File: src/rtl/cdb_arbiter_pkg.sv
// Shared CDB definitions: data width, default ROB tag width, producer indices, round-robin helper.
`default_nettype none
package cdb_arbiter_pkg;

  localparam int REG_WIDTH     = 32;
  localparam int ROB_WIDTH_DEF = 4;

  localparam int SRC_ALU1 = 0;
  localparam int SRC_ALU2 = 1;
  localparam int SRC_LSB  = 2;

  function automatic int rr_index(input int base, input int offset, input int n);
    return (base + offset) % n;
  endfunction

endpackage
`default_nettype wire

File: src/rtl/cdb_src_fifo.sv
// Per-producer result FIFO: synchronous write/read, full/empty flags, async reset plus synchronous flush.
`default_nettype none
module cdb_src_fifo #(
  parameter int DEPTH = 2,
  parameter int WIDTH = 36
) (
  input  logic             clk,
  input  logic             rst_n,
  input  logic             flush,
  input  logic             wr_en,
  input  logic [WIDTH-1:0] wr_data,
  input  logic             rd_en,
  output logic [WIDTH-1:0] rd_data,
  output logic             full,
  output logic             empty
);

  localparam int PTR_W = $clog2(DEPTH);
  localparam int CNT_W = PTR_W + 1;
  localparam logic [CNT_W-1:0] FULL_COUNT = CNT_W'(DEPTH);

  logic [WIDTH-1:0] mem [DEPTH];
  logic [PTR_W-1:0] head;
  logic [PTR_W-1:0] tail;
  logic [CNT_W-1:0] count;

  assign rd_data = mem[head];
  assign full    = (count == FULL_COUNT);
  assign empty   = (count == '0);

  always_ff @(posedge clk or negedge rst_n) begin
    if (!rst_n) begin
      head  <= '0;
      tail  <= '0;
      count <= '0;
    end else if (flush) begin
      head  <= '0;
      tail  <= '0;
      count <= '0;
    end else begin
      if (wr_en) tail <= tail + 1'b1;
      if (rd_en) head <= head + 1'b1;
      if (wr_en && !rd_en)      count <= count + 1'b1;
      else if (rd_en && !wr_en) count <= count - 1'b1;
    end
  end

  // Storage needs no reset: an entry is only read once count says it was written.
  always_ff @(posedge clk) begin
    if (wr_en && !flush) mem[tail] <= wr_data;
  end

endmodule
`default_nettype wire

File: src/rtl/cdb_arbiter.sv
// Common data bus arbiter: per-producer FIFOs, round-robin grant, registered value/tag broadcast.
// Define CDB_BYPASS_EN to let an empty producer's live result compete for the bus directly.
`default_nettype none
module cdb_arbiter
  import cdb_arbiter_pkg::*;
#(
  parameter int NUM_SRC    = 3,
  parameter int FIFO_DEPTH = 2,
  parameter int ROB_WIDTH  = ROB_WIDTH_DEF
) (
  input  logic                           clk_in,
  input  logic                           rst_n_in,
  input  logic                           rdy_in,
  input  logic                           clear_signal,
  input  logic [NUM_SRC-1:0]             src_valid,
  input  logic [NUM_SRC*REG_WIDTH-1:0]   src_value,
  input  logic [NUM_SRC*ROB_WIDTH-1:0]   src_tag,
  output logic [NUM_SRC-1:0]             src_ready,
  output logic                           cdb_valid,
  output logic [REG_WIDTH-1:0]           cdb_value,
  output logic [ROB_WIDTH-1:0]           cdb_tag,
  output logic [$clog2(NUM_SRC)-1:0]     cdb_src,
  output logic                           idle
);

  localparam int SRC_W = $clog2(NUM_SRC);
  localparam int ENT_W = REG_WIDTH + ROB_WIDTH;

  logic [NUM_SRC-1:0] fifo_full;
  logic [NUM_SRC-1:0] fifo_empty;
  logic [NUM_SRC-1:0] push;
  logic [NUM_SRC-1:0] pop;
  logic [NUM_SRC-1:0] req;
  logic [ENT_W-1:0]   head_data [NUM_SRC];
  logic [ENT_W-1:0]   live_data [NUM_SRC];

  logic [SRC_W-1:0]   rr_ptr;
  logic               found;
  logic [SRC_W-1:0]   winner;
  logic [SRC_W-1:0]   winner_next;
  logic [ENT_W-1:0]   win_data;

  for (genvar i = 0; i < NUM_SRC; i++) begin : g_src
    assign live_data[i] = {src_value[i*REG_WIDTH +: REG_WIDTH], src_tag[i*ROB_WIDTH +: ROB_WIDTH]};
    assign src_ready[i] = rdy_in & ~fifo_full[i];
`ifdef CDB_BYPASS_EN
    assign req[i]  = ~fifo_empty[i] | (src_valid[i] & src_ready[i]);
    // A bypass winner goes straight to the bus, so it must not also be enqueued.
    assign push[i] = src_valid[i] & src_ready[i] & ~clear_signal
                   & ~(found & (winner == SRC_W'(i)) & fifo_empty[i]);
`else
    assign req[i]  = ~fifo_empty[i];
    assign push[i] = src_valid[i] & src_ready[i] & ~clear_signal;
`endif
    assign pop[i] = rdy_in & ~clear_signal & found & (winner == SRC_W'(i)) & ~fifo_empty[i];

    cdb_src_fifo #(
      .DEPTH (FIFO_DEPTH),
      .WIDTH (ENT_W)
    ) u_fifo (
      .clk     (clk_in),
      .rst_n   (rst_n_in),
      .flush   (rdy_in & clear_signal),
      .wr_en   (push[i]),
      .wr_data (live_data[i]),
      .rd_en   (pop[i]),
      .rd_data (head_data[i]),
      .full    (fifo_full[i]),
      .empty   (fifo_empty[i])
    );
  end

  always_comb begin
    found    = 1'b0;
    winner   = '0;
    win_data = '0;
    for (int k = 0; k < NUM_SRC; k++) begin
      automatic int idx = rr_index(int'(rr_ptr), k, NUM_SRC);
      if (!found && req[idx]) begin
        found  = 1'b1;
        winner = SRC_W'(idx);
`ifdef CDB_BYPASS_EN
        win_data = fifo_empty[idx] ? live_data[idx] : head_data[idx];
`else
        win_data = head_data[idx];
`endif
      end
    end
  end

  assign winner_next = SRC_W'(rr_index(int'(winner), 1, NUM_SRC));
  assign idle        = ~cdb_valid & (&fifo_empty);

  always_ff @(posedge clk_in or negedge rst_n_in) begin
    if (!rst_n_in) begin
      cdb_valid <= 1'b0;
      cdb_value <= '0;
      cdb_tag   <= '0;
      cdb_src   <= '0;
      rr_ptr    <= '0;
    end else if (rdy_in) begin
      if (clear_signal) begin
        cdb_valid <= 1'b0;
        rr_ptr    <= '0;
      end else if (found) begin
        cdb_valid              <= 1'b1;
        {cdb_value, cdb_tag}   <= win_data;
        cdb_src                <= winner;
        rr_ptr                 <= winner_next;
      end else begin
        cdb_valid <= 1'b0;
      end
    end
  end

endmodule
`default_nettype wire
File: config.mk
export PLATFORM = sky130hd
export DESIGN_NAME = cdb_arbiter
export DESIGN_NICKNAME = d
export VERILOG_FILES = /design/src/rtl/cdb_arbiter_pkg.sv /design/src/rtl/cdb_src_fifo.sv /design/src/rtl/cdb_arbiter.sv
export SDC_FILE = /design/constraint.sdc
export NUM_CORES = 1
export LEC_CHECK = 0
export BUFFER_PORTS_ARGS = -buffer_cell sky130_fd_sc_hd__clkbuf_2
export CAP_MARGIN = 40
export CORE_UTILIZATION = 28
export CTS_CLUSTER_DIAMETER = 200
export DETAILED_ROUTE_END_ITERATION = 10
export SLEW_MARGIN = 20
export SYNTH_ARGS = -nofsm -noshare
export SYNTH_HDL_FRONTEND = slang
export SYNTH_SLANG_ARGS = --single-unit
File: constraint.sdc
create_clock -name clk_in -period 3.6 [get_ports clk_in]
set_input_delay 0.18 -clock clk_in [delete_from_list [all_inputs] [get_ports clk_in]]
set_output_delay 0.18 -clock clk_in [all_outputs]
set_load 0.01 [all_outputs]
==> out/qor_table.md <==
| Group | Quantity | This run |
|:---|:---|:---|
| worst setup path | Buffers & Inverters on Critical Path | 1 |
| floorplan | Width of the chip | 216 um |
| worst setup path | Family with the most delay on the worst path | simple AND/OR/NAND/NOR gates |
| worst setup path | Type of element launching the critical path | flop |
| placed design | Final Wtd Congestion | 0.792 |
| synthesis | Gate Count Post-Synth | 1,070 |
| finish | Util after Layout | 0.372 |
| floorplan | Die ar. | 46,600 sq um |
| routing | Average wire per cell in the routed design | 20.1 um |
| timing | Number of max-slew violations in the final report | 0 |
| timing | Min cycle time layout | 3.14 ns |
| floorplan | CORE AREA | 44,600 sq um |
| run | Max-Cap Viols | 0 |
| timing | Worst slew slack as a fraction of its limit | 0.444 |
| timing | Final number of setup-violating endpoints | 0 |
| timing | Post-route setup slack | 0.458 ns |
| synthesis | Sequential-to-total area share from yosys stat | 0.611 |
| worst setup path | Crit path required time | 4.03 ns |
| clocking | Number of buffers created by CTS | 30 |
| timing | Number of failing hold endpoints at the final stage | 0 |
| routing | Initial DRT Pass Iterations | 6 |
| global route | Maximum number of pins on one net before global-route repair | 56 |
| timing | Period utilization | 0.873 |
| routing | Routed Antenna Nets | 0 |
| clocking | TritonCTS clock tree | done |
| routing | Vias after detailed routing | 9,892 |
| worst setup path | CP cell instances | inv_1 -> ha_2 -> nor2_2 -> a22oi_1 -> mux2_2 -> nor3_1 -> o21ai_0 -> ha_1 -> xor2_1 -> nor2_1 -> xnor2_1 -> a21oi_1 |
| timing | Achievable Freq | 318 MHz |
| timing | Tightest Pin Transition | 0.827 ns |
| finish | Post-route design area | 16,600 sq um |
| synthesis | Net count after synthesis | 1,190 |
| clocking | Later-pin clock latency in the skew report | 0.56 ns |
| synthesis | Flip-flop and latch count after synthesis | 269 |
| global route | Via count of the first global-routing pass | 9,836 |
| synthesis | Ys flop type | sky130_fd_sc_hd__edfxtp_1 |
| floorplan | Number of standard-cell rows in the floorplan | 77 |
| worst setup path | Largest fanout of any net on the critical path | 20 |
| worst setup path | Critical path endpoint category | flop |
| clocking | Longest Clk Path Bufs | 3 |
| synthesis | Number of distinct library cells after synthesis | 60 |
| clocking | Sinks on the clock net | 269 |
| synthesis | Number of enable-type register cells in the synthesized netlist | 216 |
| clocking | Setup repair bufs after CTS | 0 |
| clocking | H-tree depth | 1 |
| min path | Path class of the lowest-slack min-delay path | in2async |
| clocking | Count of cells resized by post-cts repair | 0 |
| timing | Worst Clk Skew | 0.00860 ns |
| floorplan | Starting density of the core | 0.287 |
| worst setup path | Arrival time worst endpoint | 3.57 ns |
| routing | Total Routed Length | 39,200 um |
| finish | Net count, final | 1,453 |
| placed design | HPWL after detailed placement | 26,500 um |
| placed design | Pre-CTS setup slack | 0.497 ns |
| pwr | Static Leakage | 0.00610 uW |
| finish | Fraction of layout cells with a size suffix above 1 | 0.259 |
| finish | Inserted Diodes | 0 |
| routing | Drt first-iter violations | 1,091 |
| routing | Total DRC errors in the routed layout | 0 |
| placed design | Port-buffer cells | 157 |
| clocking | Root Buffer | sky130_fd_sc_hd__clkbuf_16 |
| synthesis | Share of synthesized registers carrying an async set or reset | 0.197 |
| finish | Synthesis-to-layout area growth | 29.7% |
| floorplan | Y dimension of the die | 216 um |
| floorplan | IO Pins | 158 |
| pwr | Pwr/cell area | 745 nW/um^2 |
| timing | Sum of negative setup slack | 0 ns |
| routing | Via density per instance | 5.08 |
| global route | Number of antenna violations at the first check in global routing | 0 |
| synthesis | Post-synth design cell area | 12,800 sq um |
| synthesis | Synthesized area divided by synthesized cell count | 12.0 sq um |
| global route | Grt total ovfl | 0 |
| synthesis | Warnings, synthesis | 0 |
| clocking | CTS clock-pin slew for the worst setup and hold paths | 0.06 ns |
| global route | Combined global-route utilization of all metal layers | 0.167 |
| worst setup path | Worst Path Class, Setup | reg2reg |
| outcome | Outcome | complete, no violations |
| worst setup path | Critical Path Max Stage Delay | 0.56 ns |
| worst setup path | Slowest CP cell | sky130_fd_sc_hd__nor2_2 |
| pwr | Maximum VDD drop | 0.000501 V |
| global route | First-pass GRT wire length | 59,700 um |
| timing | Unrepaired setup endpoints after global routing | false |
| placed design | Instance area at placement | 14,500 sq um |
-- power by group --
part	total, uW	switching (uW)	internal [uW]
clock network	3140	1230	1910
logic	5110	3130	1980
registers	4110	363	3750
-- worst paths after layout --
kind	startpoint	to	slack, ns	cells past startpoint
max	rr_ptr[1]	g_src[0].u_fifo.count[1]	0.46	12
min	rst_n_in	cdb_value[20]	0.04	2
max reg2reg	rr_ptr[1]	g_src[0].u_fifo.count[1]	0.46	12
min reg2reg	cdb_value[31]	cdb_value[31]	0.49	2
max in group asynchronous	rst_n_in	g_src[2].u_fifo.head	2.90	3
min in group clk_in	rdy_in	g_src[1].u_fifo.head	0.04	2
-- state kept, by name, indices dropped and copies added, names as in the netlist, 2 cells and up --
name / count
cdb_src: 2
g_src.u_fifo.head: 3
cdb_value: 32
rr_ptr: 2
g_src.u_fifo.count: 6
cdb_tag: 4
g_src.u_fifo.mem: 216
g_src.u_fifo.tail: 3
-- area by class of cell --
type	count	area [sq um]
Multi-Input combinational cell	685	4580
Timing Repair Buffer	313	2310
Sequential cell	269	7820
Clock buffer	43	841
Inverter	34	128
Tap cell	592	741
Fill cell	4291	28000
Clock inverter	13	180
-- timing repair --
action	4_1_cts	5_1_grt
endpoints found under the hold margin	247	0
endpoints found under the setup margin	0	0
hold buffers	110	0
-- synthesized netlist by cell type (3+ instances only) --
| library cell | count | area (sq um) |
|---|---|---|
| sky130_fd_sc_hd__edfxtp_1 | 216 | 6490 |
| sky130_fd_sc_hd__nor2_1 | 101 | 379 |
| sky130_fd_sc_hd__nand2_1 | 85 | 319 |
| sky130_fd_sc_hd__mux2_2 | 81 | 912 |
| sky130_fd_sc_hd__a21oi_1 | 63 | 315 |
| sky130_fd_sc_hd__o21ai_0 | 63 | 315 |
| sky130_fd_sc_hd__clkbuf_1 | 54 | 203 |
| sky130_fd_sc_hd__dfrtp_1 | 53 | 1330 |
| sky130_fd_sc_hd__mux2i_1 | 52 | 521 |
| sky130_fd_sc_hd__o22ai_1 | 37 | 231 |
| sky130_fd_sc_hd__inv_1 | 33 | 124 |
| sky130_fd_sc_hd__a211oi_1 | 24 | 180 |
| sky130_fd_sc_hd__a22oi_1 | 23 | 173 |
| sky130_fd_sc_hd__o32ai_1 | 23 | 201 |
| sky130_fd_sc_hd__o21ai_1 | 19 | 95.1 |
| sky130_fd_sc_hd__buf_2 | 16 | 80.1 |
| sky130_fd_sc_hd__a211o_1 | 15 | 131 |
| sky130_fd_sc_hd__o211ai_1 | 15 | 113 |
| sky130_fd_sc_hd__a31oi_1 | 14 | 87.6 |
| sky130_fd_sc_hd__buf_1 | 9 | 33.8 |
| sky130_fd_sc_hd__nand3_1 | 6 | 30.0 |
| sky130_fd_sc_hd__ha_1 | 5 | 62.6 |
| sky130_fd_sc_hd__nand2b_1 | 5 | 31.3 |
| sky130_fd_sc_hd__nor2b_1 | 5 | 31.3 |
| sky130_fd_sc_hd__nor3_1 | 5 | 25.0 |
| sky130_fd_sc_hd__a22o_1 | 3 | 26.3 |
| sky130_fd_sc_hd__and2_1 | 3 | 18.8 |
| sky130_fd_sc_hd__xnor2_1 | 3 | 26.3 |
| sky130_fd_sc_hd__xor2_1 | 3 | 26.3 |
-- cells in the final DEF, fill, tap and decap left out, types with 4 or more instances in the layout --
cell                              n
sky130_fd_sc_hd__a211o_1         15
sky130_fd_sc_hd__buf_4           40
sky130_fd_sc_hd__mux2i_1         52
sky130_fd_sc_hd__o22ai_1         37
sky130_fd_sc_hd__inv_1           33
sky130_fd_sc_hd__o211ai_1        15
sky130_fd_sc_hd__nand2b_1         4
sky130_fd_sc_hd__a22oi_1         23
sky130_fd_sc_hd__bufinv_16        4
sky130_fd_sc_hd__a31oi_1         14
sky130_fd_sc_hd__edfxtp_1       216
sky130_fd_sc_hd__buf_12           6
sky130_fd_sc_hd__nor2_4           5
sky130_fd_sc_hd__o21ai_1         19
sky130_fd_sc_hd__o21ai_0         63
sky130_fd_sc_hd__nor3_1           5
sky130_fd_sc_hd__clkbuf_1        10
sky130_fd_sc_hd__a211oi_1        24
sky130_fd_sc_hd__clkbuf_2       156
sky130_fd_sc_hd__a21oi_1         62
sky130_fd_sc_hd__dlygate4sd3_1  110
sky130_fd_sc_hd__o32ai_1         23
sky130_fd_sc_hd__nor2_1          95
sky130_fd_sc_hd__nand2_1         85
sky130_fd_sc_hd__mux2_2          81
sky130_fd_sc_hd__dfrtp_1         50
sky130_fd_sc_hd__nand3_1          6
sky130_fd_sc_hd__clkbuf_16       31
-- stage by stage --
stage                     std cells  hold WS [ns]  total power [uW]
final                          1949        0.0351             12400
after global routing           1949        0.0317             13100
after CTS                      1948        0.0116             12400
after detailed placement       1782         0.333              9120
after global placement         1781         0.313              9010
after floorplan                1070        -0.116              7410
-- kinds of logic after synthesis --
family / after synthesis / share of synthesized area
fa+ha+maj: 5 / 0.00489
compound gates: 316 / 0.158
buf+inv: 116 / 0.0366
simple gates: 225 / 0.0736
flops: 269 / 0.611
xor+xnor: 6 / 0.00411
mux: 133 / 0.112
-- metal layers --
metal  track usage  routed length [um]  vias to the layer above
met5             0                   0                        -
met4        0.0499                 897                        0
li1              -                   -                     4565
met2         0.274               18400                      394
met1         0.231               17400                     4882
met3        0.0203                2430                       51
No activity file was read; power rests on OpenSTA's default activity.
